--- src/rtl/led_pattern_sequencer.sv ---
// Purpose: advance an LED pattern (blink/bounce/count/hold) on each rising edge
//          of a slow divided clock, then gate it with a PWM brightness mask.
// Latency: pattern updates 3 clk edges after step_in rises; led lags pattern by 1 cycle.
// Backpressure: none; steps seen while disabled or during a mode change are dropped.
//
// Ports:
//   clk         fast system clock, rising-edge active
//   rst         asynchronous active-high reset
//   step_in     slow divided clock, asynchronous to clk
//   enable      1 = advance pattern and drive LEDs, 0 = freeze pattern, LEDs dark
//   mode        00 BLINK, 01 SHIFT (bounce), 10 COUNT, 11 HOLD
//   brightness  PWM duty code (all-ones = 100%)
//   pattern     registered pattern before the PWM mask
//   led         registered pattern ANDed with the PWM mask
//   step_tick   one-cycle pulse in the cycle after each accepted step
module led_pattern_sequencer #(
    parameter int NUM_LEDS = 8,
    parameter int PWM_BITS = 4
) (
    input  logic                clk,
    input  logic                rst,
    input  logic                step_in,
    input  logic                enable,
    input  logic [1:0]          mode,
    input  logic [PWM_BITS-1:0] brightness,
    output logic [NUM_LEDS-1:0] pattern,
    output logic [NUM_LEDS-1:0] led,
    output logic                step_tick
);

    localparam int POS_W = $clog2(NUM_LEDS);

    typedef enum logic [1:0] {
        MODE_BLINK = 2'b00,
        MODE_SHIFT = 2'b01,
        MODE_COUNT = 2'b10,
        MODE_HOLD  = 2'b11
    } mode_t;

    localparam logic [POS_W-1:0]    POS_LAST = POS_W'(NUM_LEDS - 1);
    localparam logic [NUM_LEDS-1:0] ONE_HOT0 = NUM_LEDS'(1);

    logic                s1, s2, s3;
    logic [1:0]          mode_q;
    logic [POS_W-1:0]    pos, pos_nxt;
    logic                dir_down, dir_down_nxt;
    logic [NUM_LEDS-1:0] pattern_nxt;
    logic [PWM_BITS-1:0] pwm_cnt;
    logic                step_edge;
    logic                mode_change;
    logic                accept;
    logic                on_mask;

    // s1 is the metastability stage; s2/s3 form the rising-edge detector.
    assign step_edge   = s2 & ~s3;
    assign mode_change = (mode != mode_q);
    // A step coinciding with a mode change is dropped in favour of the reinit.
    assign accept      = step_edge & enable & ~mode_change;
    // All-ones brightness means full duty; the compare alone would top out one short.
    assign on_mask     = (&brightness) | (pwm_cnt < brightness);

    always_comb begin
        pattern_nxt  = pattern;
        pos_nxt      = pos;
        dir_down_nxt = dir_down;
        if (mode_change) begin
            case (mode_t'(mode))
                MODE_BLINK: pattern_nxt = '0;
                MODE_SHIFT: begin
                    pattern_nxt  = ONE_HOT0;
                    pos_nxt      = '0;
                    dir_down_nxt = 1'b0;
                end
                MODE_COUNT: pattern_nxt = '0;
                default:    pattern_nxt = pattern;
            endcase
        end else if (accept) begin
            case (mode_t'(mode))
                MODE_BLINK: pattern_nxt = ~pattern;
                MODE_SHIFT: begin
                    // Direction flips on arriving at an end, so the end LED
                    // is lit for one step only and never repeats.
                    if (!dir_down) begin
                        pos_nxt = pos + POS_W'(1);
                        if (pos_nxt == POS_LAST) dir_down_nxt = 1'b1;
                    end else begin
                        pos_nxt = pos - POS_W'(1);
                        if (pos_nxt == '0) dir_down_nxt = 1'b0;
                    end
                    pattern_nxt = ONE_HOT0 << pos_nxt;
                end
                MODE_COUNT: pattern_nxt = pattern + NUM_LEDS'(1);
                default:    pattern_nxt = pattern;
            endcase
        end
    end

    always_ff @(posedge clk or posedge rst) begin
        if (rst) begin
            s1        <= 1'b0;
            s2        <= 1'b0;
            s3        <= 1'b0;
            mode_q    <= 2'b00;
            pattern   <= '0;
            pos       <= '0;
            dir_down  <= 1'b0;
            step_tick <= 1'b0;
            pwm_cnt   <= '0;
            led       <= '0;
        end else begin
            s1        <= step_in;
            s2        <= s1;
            s3        <= s2;
            mode_q    <= mode;
            pattern   <= pattern_nxt;
            pos       <= pos_nxt;
            dir_down  <= dir_down_nxt;
            step_tick <= accept;
            pwm_cnt   <= pwm_cnt + PWM_BITS'(1);
            led       <= enable ? (pattern & {NUM_LEDS{on_mask}}) : '0;
        end
    end

endmodule

--- config.mk ---
export PLATFORM = sky130hd
export DESIGN_NAME = led_pattern_sequencer
export DESIGN_NICKNAME = d
export VERILOG_FILES = /design/src/rtl/led_pattern_sequencer.sv
export SDC_FILE = /design/constraint.sdc
export NUM_CORES = 1
export LEC_CHECK = 0
export CAP_MARGIN = 20
export CORE_MARGIN = 2
export CORE_UTILIZATION = 33
export CTS_CLUSTER_SIZE = 10
export DETAILED_ROUTE_END_ITERATION = 8
export DONT_BUFFER_PORTS = 1
export GPL_TIMING_DRIVEN = 0
export PLACE_DENSITY = 0.52
export SETUP_SLACK_MARGIN = 0.4
export SYNTH_ARGS = -nofsm -noshare
export SYNTH_HDL_FRONTEND = slang
export SYNTH_SLANG_ARGS = --single-unit
--- constraint.sdc ---
create_clock -name clk -period 5.2 [get_ports clk]
set_input_delay 1.04 -clock clk [delete_from_list [all_inputs] [get_ports clk]]
set_output_delay 1.04 -clock clk [all_outputs]
set_load 0.05 [all_outputs]
Word-level counts from Yosys, hierarchy flattened
Index checks and enable logic that the tools add are counted.
{"block": "totals", "ff_bits": 30, "in_bits": 10, "output_inout_bits": 17}
{"block": "op_classes", "n_shift": 1, "reduce_logical": 8, "addsub": 4, "n_bitwise": 8, "muxes": 20, "n_eq_ne": 5, "order_cmp": 1}
{"op": "3-bit 2-to-1 mux", "n": 8}
{"op": "8-bit 2-to-1 mux", "n": 3}
{"op": "8-bit one-hot mux with 3 select lines", "n": 1}
{"op": "8-bit one-hot mux with 2 select lines", "n": 1}
{"op": "8-bit by 1-bit adder with 8-bit output, second input constant", "n": 1}
{"op": "8-bit AND", "n": 1}
{"op": "8-bit inverter", "n": 1}
{"op": "1-bit by 3-bit << shifter with 8-bit output, first input constant", "n": 1}
{"op": "1-bit 2-to-1 mux", "n": 7}
{"op": "4-bit by 1-bit adder with 4-bit output, second input constant", "n": 1}
{"op": "4-bit less-than comparator", "n": 1}
{"op": "4-bit AND reduction", "n": 1}
{"op": "4-bit nonzero test", "n": 1}
{"op": "3-bit by 1-bit adder with 3-bit output, second input constant", "n": 1}
{"op": "1-bit AND", "n": 3}
{"op": "3-bit equality test, second input constant", "n": 1}
{"op": "3-bit logical NOT", "n": 1}
{"op": "3-bit by 2-bit != test with 1-bit output, second input constant", "n": 1}
{"op": "3-bit AND reduction", "n": 1}
{"op": "3-bit by 1-bit subtractor with 3-bit output, second input constant", "n": 1}
{"op": "2-bit by 1-bit equality test with 1-bit output, second input constant", "n": 1}
{"op": "2-bit equality test, second input constant", "n": 1}
{"op": "2-bit logical NOT", "n": 1}
{"op": "2-bit != test", "n": 1}
{"op": "5 further kinds", "n": 6}

Longest topological paths before layout
Gate-level depths: netlist (run 1).
{"block": "logic_depth", "ltp_word": 10, "mapped_depth": 8, "mapped_depth_nobuf": 7}

Least setup slack after synthesis (run 1)
OpenSTA, ideal clock, no wires.
{"block": "synth_timing", "kind": "input port to flip-flop", "from": "in mode[1]", "to": "reg pattern[0]", "setup_ns": 0.144, "setup_slack_ns": 2.889, "t_arrival_ns": 2.167, "path_buffers": 1, "path_stages": 6, "cell_sequence": "inv_1 -> ha_1 -> clkbuf_1 -> or3_1 -> o21ai_1 -> o21ai_0"}
{"block": "synth_via", "elab_chain_cells": 5, "word_cells_on_any_way": 15, "cone_classes": "4 x eq/ne; 4 x mux; 2 x bitwise; 5 x reduce/logical"}
{"element": "from (decl)", "line": "24", "text": "input logic [1:0] mode,"}
{"element": "2-bit != test", "line": "56", "text": "assign mode_change = (mode != mode_q);"}
{"element": "1-bit inverter", "line": "58", "text": "assign accept = step_edge & enable & ~mode_change;"}
{"element": "1-bit AND", "line": "58"}
{"element": "2-bit nonzero test (no line)"}
{"element": "3-bit AND reduction (no line)"}
{"element": "to (signal assigned)", "line": "115", "text": "pattern <= pattern_nxt;"}
{"element": "to (decl)", "line": "26", "text": "output logic [NUM_LEDS-1:0] pattern,"}
Parallel ways exist; a longest one is shown, timed or not. The select of a mux whose other input is x is not followed.
A chain may end at the register's enable or synchronous reset.

Worst setup path in the final report (run 1)
Ends and elaborated chain as after synthesis.

==> flow_summary_export.csv, run 1 <==
group,metric,value,unit
sta,slew_violations,0,
sta,worst-slew-pin-transition,0.791,ns
power_and_ir_drop,p_leak,0.862,nW
sta,fmax,440,MHz
synth,avgSynthCellArea,9.58,um^2
clocking,ctsHoldBuffers,0,
critical_path,slowest_stage,"or3_1",
placed_design,dp.cells,247,
synth,synth_warnings,0,
sta,fin_setup_tns,0,ns
sta,fin_crit,2.27,ns
floorplan,num_rows,26,
power_and_ir_drop,totalPowerFinal,522,uW
critical_path,worstSetupPathType,"in -> reg",
final_layout,drive_above_1_share,0.0865,
synth,async_flop_share,1.00,
min_path,hold_depth,0,
placed_design,dp_hpwl,2750,um
final_layout,final_util,0.379,
clocking,htreeDepth,2,
synth,syn_area,0.00169,mm^2
synth,ys.flop_type,"dfrtp_1",
route,routed_via_density,5.25,
clocking,numCtsBuffers,5,
final_layout,areaGrowthSynthToFinish,12.5,%
status,status,"complete, no violations",
route,ant_nets,0,
critical_path,worstRegToRegCells,7,
floorplan,die_y,75.5,um
sta,clock_skew,0.00409,ns
grt,track_usage,0.147,
synth,syn_inst,176,
synth,synth_commonest_cells,"30 x dfrtp_1, 18 x o21ai_0, 13 x nand2_1, 12 x ha_1, 12 x nand3_1",
clocking,cts_resized,0,
final_layout,register_area,751,um^2
grt,grt.overflow.total,0,
critical_path,crit_arrival,2.41,ns
clocking,postCtsSetupBuffers,0,
critical_path,regToRegSetupSlack,3.23,ns
critical_path,critPathMaxStageDelay,0.42,ns
route,drc,0,
final_layout,final_nets,206,
floorplan,dieWidth,75.5,um
final_layout,diodes,0,
critical_path,end_kind,"flop",
power_and_ir_drop,ir_drop,109,uV
job,drv_cap,0,
synth,synth_top_area_cell,"dfrtp_1",
critical_path,worstReg2RegStart,"pos[0]",
sta,fin_crit_sh,0.437,
critical_path,worst-endpoint-required,5.34,ns
placed_design,globalplace.congestion,0.829,
route,dr.pass1.iters,5,
route,vias,1340,
route,first_iter_violations,76,
grt,grt_max_degree,17,
critical_path,cp-start-kind,"input pin",
final_layout,fill_cells,499,
critical_path,path_cells,"inv_1, ha_1, clkbuf_1, or3_1, o21ai_1, o21ai_0",
route,wl_per_cell,14.6,um
floorplan,core-area,0.00501,mm^2
final_layout,multiInputGateArea,847,um^2
clocking,path_clk_slew,0.06,ns
grt,grt_pass1_vias,1313,
clocking,cts_tree,"built",
synth,yosysMostFrequentCell,"dfrtp_1",
sta,setup_viol,0,
synth,ys_seq_elements,30,
clocking,insertion_delay,0.28,ns
synth,synth_nets,198,
critical_path,rr_endpoint,"pattern[6]",
clocking,clkSinkCount,30,
synth,synth_edf_count,0,
clocking,root_buffer,"clkbuf_8",
synth,yosysSeqAreaShare,0.445,
min_path,worstHoldEndpoint,"s2",
min_path,hp-class,"reg -> reg",
floorplan,fp.dieArea,0.00570,mm^2
floorplan,num_io_pins,27,
sta,rsz0062_at_grt,"no",
synth,ys_types,35,
critical_path,startpoint,"mode[1]",
floorplan,start_util,0.337,
synth,synth.area.top_cells,"dfrtp_1 45%, ha_1 8.9%, o21ai_0 5.3%",
grt,grt_pass1_wl,6240,um
synth,synth_top_area_frac,0.445,
grt,antenna_found_initial,0,
sta,hold_viol_final,0,
final_layout,layout.cells.non_filler,255,
min_path,hp-start,"s1",
power_and_ir_drop,power_density,275,mW/mm^2
placed_design,io_buffers,0,
sta,slew_headroom,0.469,
critical_path,crit_path_max_fanout,9,
route,wl,3730,um
clocking,clockBufferDepth,2,
[worst max-delay path by stage]
stage / end / slack (ns) / cells past startpoint
6_report: pattern[0] / 2.93 / 6
5_1_grt: pattern[5] / 2.77 / 7
4_1_cts: led[5] / 2.94 / 6
3_5_place_dp: led[5] / 2.64 / 6
3_3_place_gp: pattern[0] / 2.67 / 6
2_1_floorplan: pattern[0] / 2.89 / 6
[layout make-up]
| cell class | count | share of cell area |
|---|---|---|
| well taps | 70 | 0.0462 |
| repair buffers | 1 | 0.0145 |
| flip-flops and latches | 30 | 0.396 |
| clock buffers | 6 | 0.0435 |
| plain buffers | 10 | 0.0251 |
| multi-input cells | 125 | 0.447 |
| clock inverters | 2 | 0.00660 |
| inverters | 11 | 0.0218 |
[worst max-delay path, delay by kind of cell]
kind	cells	cell delay, ns
compound gates	2	0.54
simple gates	1	0.42
buf+inv	2	0.24
fa+ha+maj	1	0.17
[cell families after synthesis]
logic type	Yosys count	share of synthesized area
xor gates and xnor gates	12	0.0623
AOI/OAI and AO/OA	44	0.162
and+or+nand+nor	54	0.171
muxes	3	0.0178
adders and majority gates	12	0.0890
DFF	30	0.445
buffers and inverters	21	0.0527
[per-layer routing]
| layer | vias to the layer above | wire length, um | global-route usage |
|---|---|---|---|
| met5 | - | 0 | 0 |
| met4 | 0 | 171 | 0.0838 |
| met3 | 21 | 220 | 0.0397 |
| met2 | 52 | 1740 | 0.237 |
| met1 | 629 | 1600 | 0.178 |
| li1 | 638 | - | - |
[through the flow]
step                      instance area, um^2  worst slack, ns  hold slack (ns)
after global placement                   1770             2.67            0.338
after floorplan                          1690             2.89            0.331
after detailed placement                 1800             2.64            0.346
final                                    1900             2.93            0.357
after CTS                                1900             2.94            0.361
after global routing                     1900             2.77            0.367
[sequential cells by signal (all words and copies together), names as in the netlist]
register / count
pwm_cnt: 4
s3: 1
mode_q: 2
step_tick: 1
pos: 3
led: 8
pattern: 8
s1: 1
dir_down: 1
s2: 1
[placed cells by master (no fill, tap or decap), drive strengths merged, types with 2 or more instances in the layout]
master  instances
dfrtp          30
o21ai          21
nand2          14
nand3          12
ha             12
inv            11
clkbuf         11
a21oi           8
nand3b          8
xnor2           7
nor2            6
buf             6
xor2            5
nand4           5
a22o            4
mux2i           3
a32o            3
and3            2
nor2b           2
a21boi          2
[power breakdown]
| group | switching [mW] | internal, mW |
|---|---|---|
| Clock | 0.0900 | 0.106 |
| Combinational | 0.0348 | 0.0207 |
| Sequential | 0.0298 | 0.241 |
Note: power is estimated with default switching activity, not from simulation.
==> inputs of run 2 (changes only) <==
--- a/config.mk
+++ b/config.mk
@@ -12,7 +12,7 @@
 export DETAILED_ROUTE_END_ITERATION = 8
 export DONT_BUFFER_PORTS = 1
 export GPL_TIMING_DRIVEN = 0
-export PLACE_DENSITY = 0.52
+export PLACE_DENSITY = 0.53
 export SETUP_SLACK_MARGIN = 0.4
 export SYNTH_ARGS = -nofsm -noshare
 export SYNTH_HDL_FRONTEND = slang
==> constraint.sdc (replaced) <==
create_clock -name clk -period 1.86 [get_ports clk]
set_input_delay 0.372 -clock clk [delete_from_list [all_inputs] [get_ports clk]]
set_output_delay 0.372 -clock clk [all_outputs]
set_load 0.05 [all_outputs]
==> flow_summary_export.csv, run 2 (synthesized netlist as in run 1, its figures left out) <==
group,metric,value,unit
sta,fin_setup_tns,0,ns
clocking,cts_tree,"built",
critical_path,end_kind,"flop",
floorplan,fp.dieArea,0.00570,mm^2
floorplan,num_rows,26,
power_and_ir_drop,clockPowerShare,0.361,
clocking,clockBufferDepth,2,
floorplan,start_util,0.337,
sta,fin_crit,1.66,ns
placed_design,globalplace.congestion,0.861,
power_and_ir_drop,ir_drop,467,uV
route,routed_via_density,5.08,
floorplan,num_io_pins,27,
placed_design,dp_hpwl,2880,um
power_and_ir_drop,combPwrFrac,0.128,
sta,rsz0062_at_grt,"yes",
status,status,"complete, no violations",
sta,setup_ws,0.197,ns
sta,setup_viol,0,
critical_path,crit_path_max_fanout,4,
final_layout,drive_above_1_share,0.305,
sta,worst-slew-pin-transition,0.856,ns
min_path,hp-class,"in -> reg",
clocking,path_clk_slew,0.06,ns
final_layout,largestRegisters,"led (8), pattern (8), pwm_cnt (4)",
critical_path,path_cells,"inv_4, ha_4, mux2i_4, xor2_2, o21ai_1, a21o_1, a22o_1",
job,drv_cap,0,
final_layout,diodes,0,
clocking,htreeDepth,2,
critical_path,worstRegToRegCells,7,
grt,antenna_found_initial,0,
placed_design,dp.cells,247,
final_layout,areaGrowthSynthToFinish,30.0,%
placed_design,place_area,0.00192,mm^2
power_and_ir_drop,p_leak,0.948,nW
power_and_ir_drop,p_seq_frac,0.511,
power_and_ir_drop,swShare,0.291,
final_layout,final_nets,218,
power_and_ir_drop,p_sw,433,uW
final_layout,layout_commonest_cell,"dfrtp_1",
route,dr.pass1.iters,4,
route,first_iter_violations,39,
sta,fmax,601,MHz
floorplan,dieWidth,75.5,um
route,drc,0,
route,wl_per_cell,15.6,um
final_layout,layout.cells.non_filler,267,
critical_path,startpoint,"pos[0]",
critical_path,critPathMaxStageDelay,0.44,ns
critical_path,crit_arrival,1.83,ns
clocking,numCtsBuffers,5,
final_layout,final_util,0.438,
floorplan,core-area,0.00501,mm^2
clocking,insertion_delay,0.28,ns
placed_design,place_ws,0.0890,ns
critical_path,cp-start-kind,"flop",
route,wl,4170,um
critical_path,worstSetupPathType,"reg -> reg",
final_layout,layout_common_cells,"20 x dfrtp_1, 14 x o21ai_1, 13 x nand2_1",
power_and_ir_drop,totalPowerFinal,1.49,mW
grt,track_usage,0.159,
critical_path,rr_endpoint,"pattern[6]",
sta,clock_skew,0.00352,ns
power_and_ir_drop,intPower,1.06,mW
grt,grt.overflow.total,0,
critical_path,worst-endpoint-required,2.02,ns
power_and_ir_drop,power_density,679,mW/mm^2
final_layout,finalInstanceArea,0.00219,mm^2
sta,fin_crit_sh,0.894,
grt,grt_pass1_wl,6770,um
clocking,clkSinkCount,30,
clocking,root_buffer,"clkbuf_8",
sta,slew_violations,0,
critical_path,slowest_stage,"dfrtp_2",
critical_path,worstReg2RegStart,"pos[0]",
route,vias,1357,
sta,slew_headroom,0.425,
floorplan,die_y,75.5,um
route,ant_nets,0,
grt,grt_max_degree,25,
sta,hold_slack,0.124,ns
sta,hold_viol_final,0,
critical_path,worstSetupEndpoint,"pattern[6]",
placed_design,io_buffers,0,
critical_path,regToRegSetupSlack,0.20,ns
grt,grt_pass1_vias,1369,
run 2: worst min-delay path by stage:
stage | start | endpoint | slack, ns | depth (start not counted)
floorplan | s1 | s2 | 0.33 | 0
global placement | s1 | s2 | 0.34 | 0
detailed placement | rst | step_tick | 0.27 | 1
CTS | step_in | s1 | 0.11 | 0
global route | step_in | s1 | 0.11 | 0
finish | step_in | s1 | 0.12 | 0
run 2: power by group through the flow:
stage / clock, mW / sequential (mW) / combinational (mW)
2_1_floorplan: 0 / 0.761 / 0.133
3_3_place_gp: 0 / 0.769 / 0.163
3_5_place_dp: 0 / 0.770 / 0.175
4_1_cts: 0.557 / 0.761 / 0.184
5_1_grt: 0.584 / 0.764 / 0.213
6_report: 0.537 / 0.761 / 0.191
run 2: what timing repair did:
action	CTS	global route
hold endpoints to repair	6	0
resized for setup	12	22
buffers inserted	7	4
pin swaps	5	9
endpoints found under the setup margin	17	21
hold buffers	1	0
run 2: worst max-delay path, delay by kind of cell (launching register included):
kind                       cells  cell delay [ns]
xor gates and xnor gates       1             0.24
buffers and inverters          1             0.05
muxes                          1             0.19
DFF                            1             0.44
AOI/OAI and AO/OA              3             0.46
adders and majority gates      1             0.16
run 2: layout make-up:
type	count	area [um^2]
tap	70	87.6
sequential	30	768
clock buffer	7	86.3
inverter	11	46.3
timing repair buffer	13	128
buffer	10	73.8
fill	506	2820
clock inverter	1	5.00
multi-input combinational	125	997
run 2: routing by layer:
metal	share of wire	up-vias	track usage
li1	-	659	-
met1	0.45	657	0.206
met2	0.49	33	0.259
met3	0.047	8	0.0437
met4	0.017	0	0.0468
met5	0	-	0
==> inputs of run 3 (changes only) <==
--- a/config.mk
+++ b/config.mk
@@ -5,13 +5,12 @@
 export SDC_FILE = /design/constraint.sdc
 export NUM_CORES = 1
 export LEC_CHECK = 0
-export CAP_MARGIN = 20
+export CAP_MARGIN = 30
 export CORE_MARGIN = 2
 export CORE_UTILIZATION = 33
 export CTS_CLUSTER_SIZE = 10
 export DETAILED_ROUTE_END_ITERATION = 8
 export DONT_BUFFER_PORTS = 1
-export GPL_TIMING_DRIVEN = 0
 export PLACE_DENSITY = 0.53
 export SETUP_SLACK_MARGIN = 0.4
 export SYNTH_ARGS = -nofsm -noshare
==> flow_summary_export.csv, run 3 (synthesized netlist as in run 1, its figures left out) <==
group,metric,value,unit
status,status,"complete, no violations",
sta,fin_crit,1.63,ns
placed_design,place_ws,0.136,ns
min_path,hp-class,"in -> reg",
critical_path,path_cells,"ha_2, mux2i_4, xor2_2, o21ai_1, a21o_1, a22o_1",
sta,slew_headroom,0.699,
power_and_ir_drop,power_density,682,mW/mm^2
clocking,numCtsBuffers,5,
route,wl,3940,um
sta,rsz0062_at_grt,"yes",
route,dr.pass1.iters,4,
critical_path,crit_path_max_fanout,4,
critical_path,crit_arrival,1.81,ns
critical_path,slowest_stage,"dfrtp_1",
sta,setup_viol,0,
route,routed_via_density,5.20,
grt,grt.overflow.total,0,
route,ant_nets,0,
power_and_ir_drop,clockPowerShare,0.363,
sta,hold_viol_final,0,
placed_design,io_buffers,0,
final_layout,diodes,0,
clocking,path_clk_slew,0.07,ns
power_and_ir_drop,p_sw,439,uW
clocking,clockBufferDepth,2,
final_layout,final_nets,218,
critical_path,worst-path-buf-inv,0,
final_layout,largestRegisters,"led (8), pattern (8), pwm_cnt (4)",
clocking,root_buffer,"clkbuf_8",
clocking,cts_tree,"built",
power_and_ir_drop,swShare,0.292,
sta,worst-slew-pin-transition,0.452,ns
grt,track_usage,0.158,
clocking,clkSinkCount,30,
grt,grt_pass1_vias,1344,
critical_path,worstSetupPathType,"reg -> reg",
job,drv_cap,0,
power_and_ir_drop,p_seq_frac,0.476,
placed_design,place_area,0.00192,mm^2
floorplan,dieWidth,75.5,um
critical_path,path_delay_family,"compound AO/OA/AOI/OAI gates",
sta,setup_ws,0.226,ns
sta,fin_crit_sh,0.878,
final_layout,final_util,0.440,
critical_path,cp-start-kind,"flop",
final_layout,drive_above_1_share,0.345,
power_and_ir_drop,totalPowerFinal,1.50,mW
sta,fmax,612,MHz
floorplan,fp.dieArea,0.00570,mm^2
clocking,htreeDepth,2,
floorplan,die_y,75.5,um
route,drc,0,
critical_path,end_kind,"flop",
power_and_ir_drop,p_leak,0.973,nW
sta,fin_setup_tns,0,ns
grt,grt_pass1_wl,6540,um
sta,slew_violations,0,
route,first_iter_violations,100,
power_and_ir_drop,ir_drop,429,uV
power_and_ir_drop,intPower,1.06,mW
placed_design,dp_hpwl,2850,um
critical_path,critPathMaxStageDelay,0.41,ns
route,wl_per_cell,14.7,um
clocking,insertion_delay,0.29,ns
sta,clock_skew,0.0104,ns
floorplan,start_util,0.337,
final_layout,finalInstanceArea,0.00220,mm^2
route,vias,1389,
floorplan,num_io_pins,27,
critical_path,worst-endpoint-required,2.03,ns
final_layout,areaGrowthSynthToFinish,30.6,%
floorplan,num_rows,26,
final_layout,layout_commonest_cell,"dfrtp_1",
floorplan,core-area,0.00501,mm^2
power_and_ir_drop,combPwrFrac,0.161,
placed_design,globalplace.congestion,0.894,
grt,grt_max_degree,22,
final_layout,layout_common_cells,"24 x dfrtp_1, 20 x buf_4, 12 x nand2_1",
grt,antenna_found_initial,0,
-- run 3: cell count changes in the layout (fill, tap and decap cells not counted), sizes merged --
cell / previous run / this run
clkbuf: 12 / 7
buf: 17 / 22
-- run 3: final timing paths --
check                             end  slack, ns  startpoint  cells after the start
hold / removal                     s1       0.12     step_in                      0
max in group asynchronous  pattern[1]       0.72         rst                      3
hold reg to reg                    s2       0.35          s1                      0
min in group asynchronous  pattern[3]       0.51         rst                      2
setup / recovery           pattern[6]       0.23      pos[0]                      6
setup reg to reg           pattern[6]       0.23      pos[0]                      6
-- run 3: routing by layer --
| metal | up-vias | wire length, um | GRT usage |
|---|---|---|---|
| li1 | 663 | - | - |
| met1 | 690 | 1720 | 0.191 |
| met2 | 30 | 1940 | 0.251 |
| met3 | 6 | 205 | 0.0595 |
| met4 | 0 | 68 | 0.0682 |
| met5 | - | 0 | 0 |
-- run 3: worst reg2reg max path: stages (launching register included) --
cell and delay, ns:
dfrtp_1 0.41, ha_2 0.23, mux2i_4 0.20, xor2_2 0.26, o21ai_1 0.10, a21o_1 0.16
a22o_1 0.18
-- run 3: area by class of cell --
type | count | area [um^2]
fillers | 505 | 2810
flip-flops and latches | 30 | 758
clock buffers | 7 | 86.3
well taps | 70 | 87.6
inverters | 11 | 43.8
clock inverters | 1 | 5.00
multi-input cells | 125 | 1040
repair buffers | 23 | 183
-- run 3: through the flow --
step / instances / hold WS [ns]
global placement: 248 / 0.253
floorplan: 176 / 0.331
global route: 267 / 0.0965
detailed placement: 248 / 0.263
finish: 267 / 0.120
CTS: 266 / 0.109
-- run 3: power by group through the flow --
stage	clock network, mW	registers, mW	logic (mW)
after CTS	0.556	0.717	0.232
after floorplan	0	0.761	0.133
final	0.545	0.716	0.242
after detailed placement	0	0.729	0.219
after global placement	0	0.728	0.216
after global routing	0.589	0.720	0.267
-- run 3: timing repair --
item	4_1_cts	5_1_grt
pin swaps	10	10
endpoints found under the hold margin	9	0
setup endpoints to repair	16	20
hold buffers	1	0
buffers inserted	9	1
resized for setup	13	25
